--- src/rtl/ps2_receptor_if.sv ---
// PS/2 receiver bus: raw keyboard lines in, scan code and frame status out.
interface ps2_receptor_if;
    logic       ps2_clk;
    logic       ps2_data;
    logic [7:0] scancode;
    logic       finish_ps2;
    logic       erro_quadro;

    // Keyboard/stimulus side: drives the raw lines, observes the results.
    modport master (
        output ps2_clk,
        output ps2_data,
        input  scancode,
        input  finish_ps2,
        input  erro_quadro
    );

    // Receiver side.
    modport slave (
        input  ps2_clk,
        input  ps2_data,
        output scancode,
        output finish_ps2,
        output erro_quadro
    );
endinterface

--- src/rtl/ps2_receptor.sv ---
// PS/2 keyboard frame receiver.
// Synchronises and glitch-filters the keyboard lines, deserialises 11-bit frames
// (start, 8 data bits LSB first, odd parity, stop), and publishes each good byte
// on scancode followed one clock later by a toggle of finish_ps2. Bad frames and
// stalled frames produce a single-cycle erro_quadro pulse.
module ps2_receptor #(
    parameter int unsigned SYNC_STAGES    = 2,
    parameter int unsigned FILTER_LEN     = 8,
    parameter int unsigned TIMEOUT_CYCLES = 50000
) (
    input  logic          clk,
    input  logic          rst_n,
    ps2_receptor_if.slave ps2
);

    localparam int unsigned FiltW = (FILTER_LEN > 1) ? $clog2(FILTER_LEN) : 1;
    localparam int unsigned ToW   = (TIMEOUT_CYCLES > 1) ? $clog2(TIMEOUT_CYCLES) : 1;

    localparam logic [FiltW-1:0] FiltLast = FiltW'(FILTER_LEN - 1);
    localparam logic [ToW-1:0]   ToLast   = ToW'(TIMEOUT_CYCLES - 1);

    typedef enum logic [1:0] {
        StOcioso,
        StDados,
        StParidade,
        StParada
    } state_e;

    // Input synchronisers, idle-high so reset does not look like a falling edge.
    logic [SYNC_STAGES-1:0] r_clk_sync;
    logic [SYNC_STAGES-1:0] r_data_sync;
    logic                   w_clk_synced;
    logic                   w_data_synced;

    // Glitch filter and edge detect.
    logic [FiltW-1:0]       r_filt_cnt;
    logic                   r_clk_filt;
    logic                   r_clk_filt_d;
    logic                   w_queda;

    // Frame FSM.
    state_e                 r_state;
    state_e                 w_state_next;

    // FSM strobes.
    logic                   w_start;
    logic                   w_shift_en;
    logic                   w_par_en;
    logic                   w_frame_ok;
    logic                   w_frame_err;
    logic                   w_timeout;

    // Datapath.
    logic [7:0]             r_shift;
    logic [2:0]             r_bit_cnt;
    logic                   r_parity_ok;
    logic [ToW-1:0]         r_to_cnt;

    // Output registers.
    logic [7:0]             r_scancode;
    logic                   r_finish;
    logic                   r_erro;
    logic                   r_valid_d;

    assign w_clk_synced  = r_clk_sync[SYNC_STAGES-1];
    assign w_data_synced = r_data_sync[SYNC_STAGES-1];

    // Shift the asynchronous keyboard lines through the synchroniser chains.
    always_ff @(posedge clk or negedge rst_n) begin
        if (!rst_n) begin
            r_clk_sync  <= '1;
            r_data_sync <= '1;
        end else begin
            r_clk_sync  <= {r_clk_sync[SYNC_STAGES-2:0], ps2.ps2_clk};
            r_data_sync <= {r_data_sync[SYNC_STAGES-2:0], ps2.ps2_data};
        end
    end

    // Accept a new ps2_clk level only after it has persisted FILTER_LEN cycles.
    always_ff @(posedge clk or negedge rst_n) begin
        if (!rst_n) begin
            r_filt_cnt   <= '0;
            r_clk_filt   <= 1'b1;
            r_clk_filt_d <= 1'b1;
        end else begin
            r_clk_filt_d <= r_clk_filt;
            if (w_clk_synced == r_clk_filt) begin
                r_filt_cnt <= '0;
            end else if (r_filt_cnt == FiltLast) begin
                r_clk_filt <= w_clk_synced;
                r_filt_cnt <= '0;
            end else begin
                r_filt_cnt <= r_filt_cnt + FiltW'(1);
            end
        end
    end

    // One-cycle strobe on each filtered falling edge.
    assign w_queda = r_clk_filt_d & ~r_clk_filt;

    // FSM state register.
    always_ff @(posedge clk or negedge rst_n) begin
        if (!rst_n) begin
            r_state <= StOcioso;
        end else begin
            r_state <= w_state_next;
        end
    end

    // FSM next state: advance on queda; a timeout only matters without a queda.
    always_comb begin
        w_state_next = r_state;
        if (w_queda) begin
            case (r_state)
                StOcioso:   if (!w_data_synced) w_state_next = StDados;
                StDados:    if (r_bit_cnt == 3'd7) w_state_next = StParidade;
                StParidade: w_state_next = StParada;
                StParada:   w_state_next = StOcioso;
                default:    w_state_next = StOcioso;
            endcase
        end else if (w_timeout) begin
            w_state_next = StOcioso;
        end
    end

    // FSM outputs: per-state strobes for the datapath and the result registers.
    always_comb begin
        w_start     = 1'b0;
        w_shift_en  = 1'b0;
        w_par_en    = 1'b0;
        w_frame_ok  = 1'b0;
        w_frame_err = 1'b0;
        w_timeout   = (r_state != StOcioso) && !w_queda && (r_to_cnt == ToLast);
        if (w_queda) begin
            case (r_state)
                StOcioso:   w_start    = ~w_data_synced;
                StDados:    w_shift_en = 1'b1;
                StParidade: w_par_en   = 1'b1;
                StParada: begin
                    w_frame_ok  = w_data_synced & r_parity_ok;
                    w_frame_err = ~(w_data_synced & r_parity_ok);
                end
                default: ;
            endcase
        end
    end

    // Deserialise data bits LSB first and latch the parity verdict.
    always_ff @(posedge clk or negedge rst_n) begin
        if (!rst_n) begin
            r_shift     <= '0;
            r_bit_cnt   <= '0;
            r_parity_ok <= 1'b0;
        end else if (w_timeout) begin
            // Partial byte is thrown away.
            r_shift     <= '0;
            r_bit_cnt   <= '0;
            r_parity_ok <= 1'b0;
        end else begin
            if (w_start) begin
                r_shift   <= '0;
                r_bit_cnt <= '0;
            end else if (w_shift_en) begin
                r_shift   <= {w_data_synced, r_shift[7:1]};
                r_bit_cnt <= r_bit_cnt + 3'd1;
            end
            if (w_par_en) begin
                r_parity_ok <= ^{r_shift, w_data_synced};
            end
        end
    end

    // Stall detector: counts cycles since the last queda while a frame is open.
    always_ff @(posedge clk or negedge rst_n) begin
        if (!rst_n) begin
            r_to_cnt <= '0;
        end else if (w_queda || w_timeout || (r_state == StOcioso)) begin
            r_to_cnt <= '0;
        end else begin
            r_to_cnt <= r_to_cnt + ToW'(1);
        end
    end

    // Publish results: scancode one cycle after the stop bit, toggle one cycle later.
    always_ff @(posedge clk or negedge rst_n) begin
        if (!rst_n) begin
            r_scancode <= 8'h00;
            r_finish   <= 1'b0;
            r_erro     <= 1'b0;
            r_valid_d  <= 1'b0;
        end else begin
            r_erro    <= w_frame_err | w_timeout;
            r_valid_d <= w_frame_ok;
            if (w_frame_ok) begin
                r_scancode <= r_shift;
            end
            if (r_valid_d) begin
                r_finish <= ~r_finish;
            end
        end
    end

    assign ps2.scancode    = r_scancode;
    assign ps2.finish_ps2  = r_finish;
    assign ps2.erro_quadro = r_erro;

endmodule
--- src/flat_wrapper.sv ---
// flat-port wrapper written by rule: the top's interface ports become plain ports
module ps2_receptor_flat 
#(
    parameter int unsigned SYNC_STAGES    = 2,
    parameter int unsigned FILTER_LEN     = 8,
    parameter int unsigned TIMEOUT_CYCLES = 50000
)
  (clk, rst_n, ps2_ps2_clk, ps2_ps2_data, ps2_scancode, ps2_finish_ps2, ps2_erro_quadro);
  ps2_receptor_if ps2_i ();
  input  logic clk;
  input  logic rst_n;
  input wire logic [$bits(ps2_i.ps2_clk)-1:0] ps2_ps2_clk;
  input wire logic [$bits(ps2_i.ps2_data)-1:0] ps2_ps2_data;
  output wire logic [$bits(ps2_i.scancode)-1:0] ps2_scancode;
  output wire logic [$bits(ps2_i.finish_ps2)-1:0] ps2_finish_ps2;
  output wire logic [$bits(ps2_i.erro_quadro)-1:0] ps2_erro_quadro;
  assign ps2_i.ps2_clk = ps2_ps2_clk;
  assign ps2_i.ps2_data = ps2_ps2_data;
  assign ps2_scancode = ps2_i.scancode;
  assign ps2_finish_ps2 = ps2_i.finish_ps2;
  assign ps2_erro_quadro = ps2_i.erro_quadro;
  ps2_receptor #(.SYNC_STAGES(SYNC_STAGES), .FILTER_LEN(FILTER_LEN), .TIMEOUT_CYCLES(TIMEOUT_CYCLES)) u_core (.clk(clk), .rst_n(rst_n), .ps2(ps2_i));
endmodule
--- config.mk ---
export PLATFORM = sky130hd
export DESIGN_NAME = ps2_receptor_flat
export DESIGN_NICKNAME = d
export VERILOG_FILES = /design/src/rtl/ps2_receptor_if.sv /design/src/rtl/ps2_receptor.sv /design/src/flat_wrapper.sv
export SDC_FILE = /design/constraint.sdc
export NUM_CORES = 1
export LEC_CHECK = 0
export BUFFER_PORTS_ARGS = -buffer_cell sky130_fd_sc_hd__buf_2
export CORE_MARGIN = 8
export CORE_UTILIZATION = 64
export DETAILED_ROUTE_END_ITERATION = 6
export GPL_TIMING_DRIVEN = 0
export PLACE_DENSITY = 0.89
export REMOVE_ABC_BUFFERS = 1
export SLEW_MARGIN = 20
export SYNTH_ARGS = -nofsm -noshare
export SYNTH_HDL_FRONTEND = slang
export SYNTH_SLANG_ARGS = --single-unit
--- constraint.sdc ---
create_clock -name clk -period 4 [get_ports clk]
set_input_delay 0.6 -clock clk [delete_from_list [all_inputs] [get_ports clk]]
set_output_delay 0.6 -clock clk [all_outputs]
set_load 0.01 [all_outputs]
[Yosys cells after proc, flatten, opt, wreduce, memory -nomap -nowiden]
Cells that the tools add are included.
Word-level totals
  register bits after elaboration: 50
  bits of input ports: 4
  output and inout bits: 10
Operators by class
  $add $sub $neg: 3
  equal/unequal tests: 9
  mux-type cells: 26
  bitwise operators: 8
  reduce and logical (&&, ||, !) cells: 13
Operators with widths (count)
  8-bit two-way mux: 3
  16-bit by 1-bit adder with 16-bit output (second input constant): 1
  16-bit == test (second input constant): 1
  16-bit two-way mux: 1
  3-bit two-way mux: 5
  1-bit two-way mux: 12
  9-bit XOR reduction: 1
  2-bit two-way mux: 4
  2-bit one-hot mux with 4 select lines: 1
  3-bit by 1-bit adder with 3-bit output (second input constant): 2
  3-bit == test (second input constant): 2
  3-bit != test (second input constant): 2
  2-bit nonzero test: 3
  1-bit NOT: 5
  2-bit == test (second input constant): 2
  3-bit AND reduction: 1
  3-bit nonzero test: 1
  1-bit bitwise AND: 2
  2-bit by 1-bit == test with 1-bit output (second input constant): 1
  1-bit logical AND: 2
  2-bit logical NOT: 1
  1-bit logical OR: 2
  2-bit AND reduction: 1
  1-bit == test: 1
  2 further kinds: 2

[Depth between registers and ports, before layout]
Gate-level depths: netlist of run 1.
  depth in word-level cells: 8
  mapped depth: 6
  depth with buffers taken out: 6

[Worst setup path after synthesis of run 1]
OpenSTA, ideal clock, no wires.
  path kind: register -> register
  start point: register u_core.r_to_cnt[6]
  end point: register u_core.r_to_cnt[15]
  setup time: 0.078 ns
  arrival time: 1.592 ns
  data required time: 3.922 ns
  setup slack: 2.331 ns
  stages on the path, launching flop included: 6
  path buffers: 1
  clock period less this slack: 1.669 ns
  cell sequence: dfrtp_1 nand4_2 or3_1 buf_2 or4_1 a21oi_1
On the way
  cells in the longest elaborated chain, start to end: 5
Ends and longest elaborated chain
  start, declared: line ps2_receptor.sv:57  | logic [ToW-1:0] r_to_cnt;
  start signal, assigned: line ps2_receptor.sv:180  | r_to_cnt <= r_to_cnt + ToW'(1);
  parallel branches: the longest is 4 deep, another holds 16-bit by 1-bit adder with 16-bit output
  16-bit two-way mux (*): line ps2_receptor.sv:177  | end else if (w_queda || w_timeout || (r_state == StOcioso)) begin
Mark *: on every way between the ends.
A chain may end at the register's enable or synchronous reset.

[Worst setup path in the final report of run 1]
  start point: register u_core.r_clk_filt_d
  end point: register u_core.r_scancode[7] (netlist: u_core.ps2.scancode[7])
On the way
  cells in the longest elaborated chain, start to end: 2
Ends and longest elaborated chain
  start, declared: line ps2_receptor.sv:38  | logic r_clk_filt_d;
  start signal, assigned: line ps2_receptor.sv:86  | r_clk_filt_d <= r_clk_filt;
  1-bit bitwise AND: line ps2_receptor.sv:99  | assign w_queda = r_clk_filt_d & ~r_clk_filt;
  1-bit two-way mux: line ps2_receptor.sv:134  | if (w_queda) begin
  via u_core.w_frame_ok: line ps2_receptor.sv:49  | logic w_frame_ok;
  end signal, assigned: line ps2_receptor.sv:195  | r_scancode <= r_shift;
  end, declared: line ps2_receptor.sv:60  | logic [7:0] r_scancode;
The timed path passes the listed nets, and every way through them passes these cells.

==> flow_summary.json, run 1 <==
{
  "outcome": "finished, final reports clean",
  "grt.overflow.total": 0,
  "rsz0062_at_grt": "false",
  "worstSetupPathType": "flip-flop to flip-flop",
  "ctsResizeCount": 0,
  "routabilityCongestion": 0.7618,
  "first_pass_iters": 4,
  "layout.area.seq_sq_um": 1259,
  "finalSetupTns_ns": 0,
  "clk_root_buffer_cell": "sky130_fd_sc_hd__clkbuf_4",
  "antenna_left": 0,
  "first_pass_grt_wire_length_mm": 6.492,
  "synth_area_leaders": "sky130_fd_sc_hd__dfrtp_1, sky130_fd_sc_hd__dfstp_2, sky130_fd_sc_hd__ha_1",
  "final_period_minus_worst_setup_slack_ns": 2.352,
  "critPathMaxFanout": 15,
  "cts.htree.levels": 2,
  "synth-main-ff-cell": "sky130_fd_sc_hd__dfrtp_1",
  "worst-slew-pin-transition_ns": 0.9436,
  "synth_edf_count": 0,
  "report.final.slew_viol_count": 0,
  "clock_insertion_delay_worst_skew_ns": 0.37,
  "async_reset_ff_share_pct": 100.0,
  "endpoint_required_time_on_the_critical_path_ns": 4.27,
  "vdd_drop_max_uv": 330.0,
  "ys_top_cells_by_count": "sky130_fd_sc_hd__dfrtp_1, sky130_fd_sc_hd__nand2_1, sky130_fd_sc_hd__nor2_1",
  "clock_path_buffers": 2,
  "worst-endpoint-arrival_ns": 2.62,
  "holdCritPathClass": "primary input to async pin",
  "detail_route.wirelength_mm": 3.876,
  "max_cap_violations": 0,
  "p_per_area_nw_per_um2": 471.5,
  "io_buffers": 13,
  "design_power_total_mw": 1.159,
  "fp.coreArea_sq_um": 3363,
  "initial_core_util_pct": 67.63,
  "grt_use_total_pct": 15.00,
  "numCtsBuffers": 5,
  "first_iter_violations": 67,
  "timing.critical_path.to_type": "flip-flop",
  "dieArea_sq_um": 5718,
  "postSynthRegisterBits": 50,
  "netlist.area_leader.share_pct": 48.40,
  "vias_per_cell": 5.816,
  "synth_sequential_area_ratio_pct": 55.34,
  "crit_path_start_kind": "flip-flop",
  "floorplan.die.height_um": 75.62,
  "hold_violations": 0,
  "antennaDiodeCount": 0,
  "cts_num_sinks": 50,
  "synth_area_per_cell_sq_um": 11.10,
  "layout-drive-gt1-share_pct": 18.18,
  "nets": 233,
  "wl_per_cell_um": 14.57,
  "cts.clk_slew.worst_paths_ns": 0.15,
  "netlist_instances": 205,
  "fin_crit_share_pct": 58.80,
  "die_w_um": 75.62,
  "multiInputGateArea_sq_um": 969.7,
  "via_count_of_the_first_global_routing_pass": 1474,
  "tritoncts": "built",
  "post-cts-setup-buffers": 0,
  "finClkSkew_ns": 0.01280,
  "highest_clock_frequency_the_design_can_meet_ghz": 0.4252,
  "synth_most_common_cell": "sky130_fd_sc_hd__dfrtp_1",
  "power.leakage_nw": 1.127,
  "synth.lib_cells_used.distinct": 35,
  "timing.final.setup_violations": 0,
  "netlist_area_sq_um": 2275,
  "filler_cell_count": 251,
  "synth-warning-count": 0,
  "count_of_hold_buffers_inserted_by_post_cts_repair": 0,
  "route.vias.total": 1547,
  "synth_top_area_cell": "sky130_fd_sc_hd__dfrtp_1",
  "rows": 21,
  "slew_headroom_pct": 36.97,
  "post-route-drc-count": 0,
  "dp.final_hpwl_mm": 2.692,
  "largest_net_degree_at_the_start_of_global_routing": 51,
  "floorplan.io_pins": 14,
  "area.growth.synth_to_final_pct": 8.031,
  "grt_antenna_before_repair": 0
}
==> routing by layer <==
metal / global-route usage (%) / vias up / routed length [um]
met1: 17.86 / 760 / 1719
met4: 6.397 / 0 / 82
met2: 24.64 / 36 / 1862
li1: - / 742 / -
met3: 4.474 / 9 / 212
met5: 0 / - / 0
==> registers in the layout (all words and copies together) (netlist names), 2 cells and up <==
register	flops
u_core.r_bit_cnt	3
u_core.r_to_cnt	16
u_core.r_filt_cnt	3
u_core.r_clk_sync	2
u_core.r_shift	8
u_core.r_data_sync	2
u_core.ps2.scancode	8
u_core.r_state	2
==> worst paths after layout <==
| kind | from | to | slack (ns) | cells after the start |
|---|---|---|---|---|
| max | u_core.r_clk_filt_d$_DFF_PN1_ | u_core.ps2.scancode[7]$_DFFE_PN0P_ | 1.65 | 4 |
| min | rst_n | u_core.r_shift[0]$_DFFE_PN0P_ | 0.21 | 1 |
| max reg2reg | u_core.r_clk_filt_d$_DFF_PN1_ | u_core.ps2.scancode[7]$_DFFE_PN0P_ | 1.65 | 4 |
| min reg2reg | u_core.r_data_sync[0]$_DFF_PN1_ | u_core.r_data_sync[1]$_DFF_PN1_ | 0.37 | 0 |
| max in group asynchronous | rst_n | u_core.r_to_cnt[2]$_DFF_PN0_ | 3.39 | 1 |
| min in group clk | ps2_ps2_clk | u_core.r_clk_sync[0]$_DFF_PN1_ | 0.30 | 1 |
==> cell usage in the layout (no fill, tap or decap), types with 9 or more instances in the layout <==
cell / synthesis / layout
sky130_fd_sc_hd__dfrtp_1: 44 / 44
sky130_fd_sc_hd__nand2_1: 19 / 19
sky130_fd_sc_hd__nor2_1: 15 / 15
sky130_fd_sc_hd__a21oi_1: 14 / 14
sky130_fd_sc_hd__nand3_1: 13 / 13
sky130_fd_sc_hd__xnor2_1: 12 / 12
sky130_fd_sc_hd__buf_2: 1 / 12
sky130_fd_sc_hd__ha_1: 10 / 10
sky130_fd_sc_hd__mux2_2: 9 / 9
==> where the power goes <==
group	total [mW]	leakage, nW	internal (mW)	switching (mW)
clock network	0.296	0.0456	0.133	0.163
registers	0.621	0.669	0.570	0.0507
logic	0.242	0.412	0.0863	0.156
total	1.16	1.13	0.789	0.370
==> layout make-up <==
type	count	area share (%)
clock buffer	5	1.527
clock inverter	3	1.782
inverter	6	0.9165
multi-input combinational	143	39.46
sequential	50	51.22
tap	46	2.342
timing repair buffer	13	2.749
==> worst max-delay path: stages (launching register included) <==
cell and delay, ns:
sky130_fd_sc_hd__dfstp_2 0.55, sky130_fd_sc_hd__nor2b_1 0.74, sky130_fd_sc_hd__nand2_1 0.15, sky130_fd_sc_hd__nor2_2 0.41, sky130_fd_sc_hd__mux2_2 0.39
==> logic make-up after synthesis <==
logic type                 Yosys count  synth area share [%]
adders and majority gates           10                 5.501
and+or+nand+nor                     80                 18.48
AOI/OAI and AO/OA                   25                 6.271
buffers and inverters               12                 2.035
xor gates and xnor gates            19                 7.921
DFF                                 50                 55.34
muxes                                9                 4.456
==> through the flow <==
step                worst slack (ns)  utilization [%]  cell area (sq um)  hold WS [ns]  cells
global route                   1.477            73.07               2457        0.2450    266
detailed placement             1.672            70.57               2374        0.3487    258
global placement               1.672            70.57               2374        0.3474    258
floorplan                      2.028                -               2251        0.3044    199
finish                         1.648            73.07               2457        0.2127    266
CTS                            1.652            72.99               2455        0.2854    266
Power figures use the tool's default switching activity.
==> run 2: changes to the inputs <==
--- a/config.mk
+++ b/config.mk
@@ -7,10 +7,10 @@
 export LEC_CHECK = 0
 export BUFFER_PORTS_ARGS = -buffer_cell sky130_fd_sc_hd__buf_2
 export CORE_MARGIN = 8
-export CORE_UTILIZATION = 64
+export CORE_UTILIZATION = 59
 export DETAILED_ROUTE_END_ITERATION = 6
 export GPL_TIMING_DRIVEN = 0
-export PLACE_DENSITY = 0.89
+export PLACE_DENSITY = 0.84
 export REMOVE_ABC_BUFFERS = 1
 export SLEW_MARGIN = 20
 export SYNTH_ARGS = -nofsm -noshare
==> constraint.sdc (replaced) <==
create_clock -name clk -period 2.2 [get_ports clk]
set_input_delay 0.33 -clock clk [delete_from_list [all_inputs] [get_ports clk]]
set_output_delay 0.33 -clock clk [all_outputs]
set_load 0.01 [all_outputs]
==> flow_summary.json, run 2 (synthesis gave the netlist of run 1 again) <==
{
  "vias_per_cell": 5.601,
  "layout_commonest_cell": "sky130_fd_sc_hd__dfrtp_1",
  "initial_core_util_pct": 61.67,
  "crit_slowest_cell": "sky130_fd_sc_hd__o21ai_1",
  "p_per_area_nw_per_um2": 885.0,
  "fp.coreArea_sq_um": 3689,
  "detail_route.wirelength_mm": 3.753,
  "worst_r2r_endpoint": "u_core.r_bit_cnt[0]$_DFFE_PN0P_",
  "rows": 22,
  "rsz0062_at_grt": "false",
  "critPathMaxFanout": 10,
  "power.clock.fraction_pct": 28.4,
  "max_cap_violations": 0,
  "critical_path.cell_chain": "ha_1 -> and3_1 -> nand4_1 -> o21ai_1 -> nor2_1",
  "p_sw_share_pct": 30.39,
  "dieArea_sq_um": 6098,
  "top_signal_layer_used": "met4",
  "grt.overflow.total": 0,
  "crit_path_start_kind": "flip-flop",
  "design_power_total_mw": 2.208,
  "endpoint_required_time_on_the_critical_path_ns": 2.35,
  "area.growth.synth_to_final_pct": 9.681,
  "layout_common_cells": "sky130_fd_sc_hd__dfrtp_1, sky130_fd_sc_hd__nand2_1, sky130_fd_sc_hd__nor2_1, sky130_fd_sc_hd__a21oi_1, sky130_fd_sc_hd__nand3_1",
  "largest_register_ffs": 16,
  "die_w_um": 78.09,
  "total_switching_power_mw": 0.6709,
  "route.vias.total": 1501,
  "first_pass_grt_wire_length_mm": 6.865,
  "floorplan.die.height_um": 78.09,
  "holdCritPathClass": "primary input to async pin",
  "count_of_hold_buffers_inserted_by_post_cts_repair": 0,
  "grt_use_total_pct": 13.63,
  "cp.depth": 5,
  "worst-slew-pin-transition_ns": 0.7283,
  "vdd_drop_max_uv": 443.6,
  "report.final.slew_viol_count": 0,
  "slew_headroom_pct": 51.12,
  "worstSetupPathType": "flip-flop to flip-flop",
  "r2r_cells": 5,
  "met2RoutedLength_mm": 1.824,
  "clock_path_buffers": 2,
  "crit_family": "compound AO/OA/AOI/OAI gates",
  "setup_crit_start": "u_core.r_to_cnt[0]$_DFF_PN0_",
  "nets": 233,
  "outcome": "finished, final reports clean",
  "hold_violations": 0,
  "via_count_of_the_first_global_routing_pass": 1535,
  "critical_path.max_stage_delay_ns": 0.63,
  "routabilityCongestion": 0.7996,
  "grt_antenna_before_repair": 0,
  "internal-power_mw": 1.537,
  "wirelength_met1_mm": 1.709,
  "layout-drive-gt1-share_pct": 18.64,
  "cp-endpoint": "u_core.r_bit_cnt[0]$_DFFE_PN0P_",
  "final_period_minus_worst_setup_slack_ns": 1.947,
  "final_core_utilization_pct": 67.64,
  "setup_slack_reg_to_reg_ns": 0.25,
  "cts_num_sinks": 50,
  "highest_clock_frequency_the_design_can_meet_ghz": 0.5136,
  "post-route-drc-count": 0,
  "timing.final.setup_violations": 0,
  "antenna_left": 0,
  "wl_per_cell_um": 14.00,
  "clock_insertion_delay_worst_skew_ns": 0.30,
  "wl_met3_um": 171,
  "antennaDiodeCount": 0,
  "cts.clk_slew.worst_paths_ns": 0.09,
  "first_iter_violations": 104,
  "critical_path.n_buffers_inverters": 0,
  "fin_crit_share_pct": 88.50,
  "largest-register": "u_core.r_to_cnt",
  "floorplan.io_pins": 14,
  "sequentialPowerShare_pct": 50.9,
  "tritoncts": "built",
  "filler_cell_count": 273,
  "io_buffers": 13,
  "worstReg2RegStart": "u_core.r_to_cnt[0]$_DFF_PN0_",
  "worst-endpoint-arrival_ns": 2.10,
  "numCtsBuffers": 5,
  "layout.area.seq_sq_um": 1259,
  "multiInputGateArea_sq_um": 977.2,
  "finalSetupTns_ns": 0,
  "first_pass_iters": 4,
  "power.leakage_nw": 1.140,
  "timing.critical_path.to_type": "flip-flop",
  "cts.htree.levels": 2,
  "largest_net_degree_at_the_start_of_global_routing": 51,
  "clk_root_buffer_cell": "sky130_fd_sc_hd__clkbuf_8",
  "finClkSkew_ns": 0.01190,
  "power_frac_comb_pct": 20.7,
  "dp.final_hpwl_mm": 2.581
}
[run 2: changes by cell type in the layout (fill, tap and decap cells not counted)]
cell	delta
sky130_fd_sc_hd__clkbuf_4	-5
sky130_fd_sc_hd__clkbuf_8	+5
sky130_fd_sc_hd__clkinv_2	+1
sky130_fd_sc_hd__inv_6	-1
sky130_fd_sc_hd__nor2b_1	-1
sky130_fd_sc_hd__nor2b_4	+1
[run 2: metal layers]
metal,vias to the layer above,GRT usage (%)
met5,-,0
met4,0,5.000
met3,6,4.214
met2,31,22.20
met1,726,16.65
li1,738,-
[run 2: timing repair]
action	in CTS	in global routing
buffers inserted	0	0
endpoints found under the setup margin	9	8
resized for setup	1	1
[run 2: stage by stage]
stage                     cell area [sq um]  hold slack (ns)  setup slack [ns]  std cells
after floorplan                        2251          0.03441            0.2277        199
after global placement                 2376           0.3458           -0.1028        260
after detailed placement               2376           0.3470           -0.1740        260
after CTS                              2487           0.1187            0.1343        268
after global routing                   2495          0.08752            0.1003        268
final                                  2495          0.02871            0.2529        268
[run 2: power groups by stage]
stage / Sequential, mW / Combinational [mW] / Clock (mW)
3_5_place_dp: 1.14 / 0.450 / 0
3_3_place_gp: 1.13 / 0.433 / 0
2_1_floorplan: 1.12 / 0.342 / 0
6_report: 1.12 / 0.458 / 0.627
5_1_grt: 1.14 / 0.531 / 0.673
4_1_cts: 1.12 / 0.454 / 0.641
[run 2: area by class of cell]
cell class / count / share of cell area [%]
Clock buffer: 5 / 2.758
Clock inverter: 3 / 1.605
Inverter: 6 / 0.9027
Multi-Input combinational cell: 143 / 39.17
Sequential cell: 50 / 50.45
Tap cell: 48 / 2.407
Timing Repair Buffer: 13 / 2.708
[run 2: how the worst min path moves through the flow]
stage               slack [ns]  cells after the start                           start                            endpoint
finish                    0.03                      1                           rst_n  u_core.ps2.scancode[4]$_DFFE_PN0P_
global route              0.09                      1                           rst_n  u_core.ps2.scancode[4]$_DFFE_PN0P_
CTS                       0.12                      1                    ps2_ps2_data     u_core.r_data_sync[0]$_DFF_PN1_
detailed placement        0.35                      0  u_core.r_clk_sync[0]$_DFF_PN1_      u_core.r_clk_sync[1]$_DFF_PN1_
global placement          0.35                      0  u_core.r_clk_sync[0]$_DFF_PN1_      u_core.r_clk_sync[1]$_DFF_PN1_
floorplan                 0.03                      0                           rst_n    u_core.ps2.erro_quadro$_DFF_PN0_
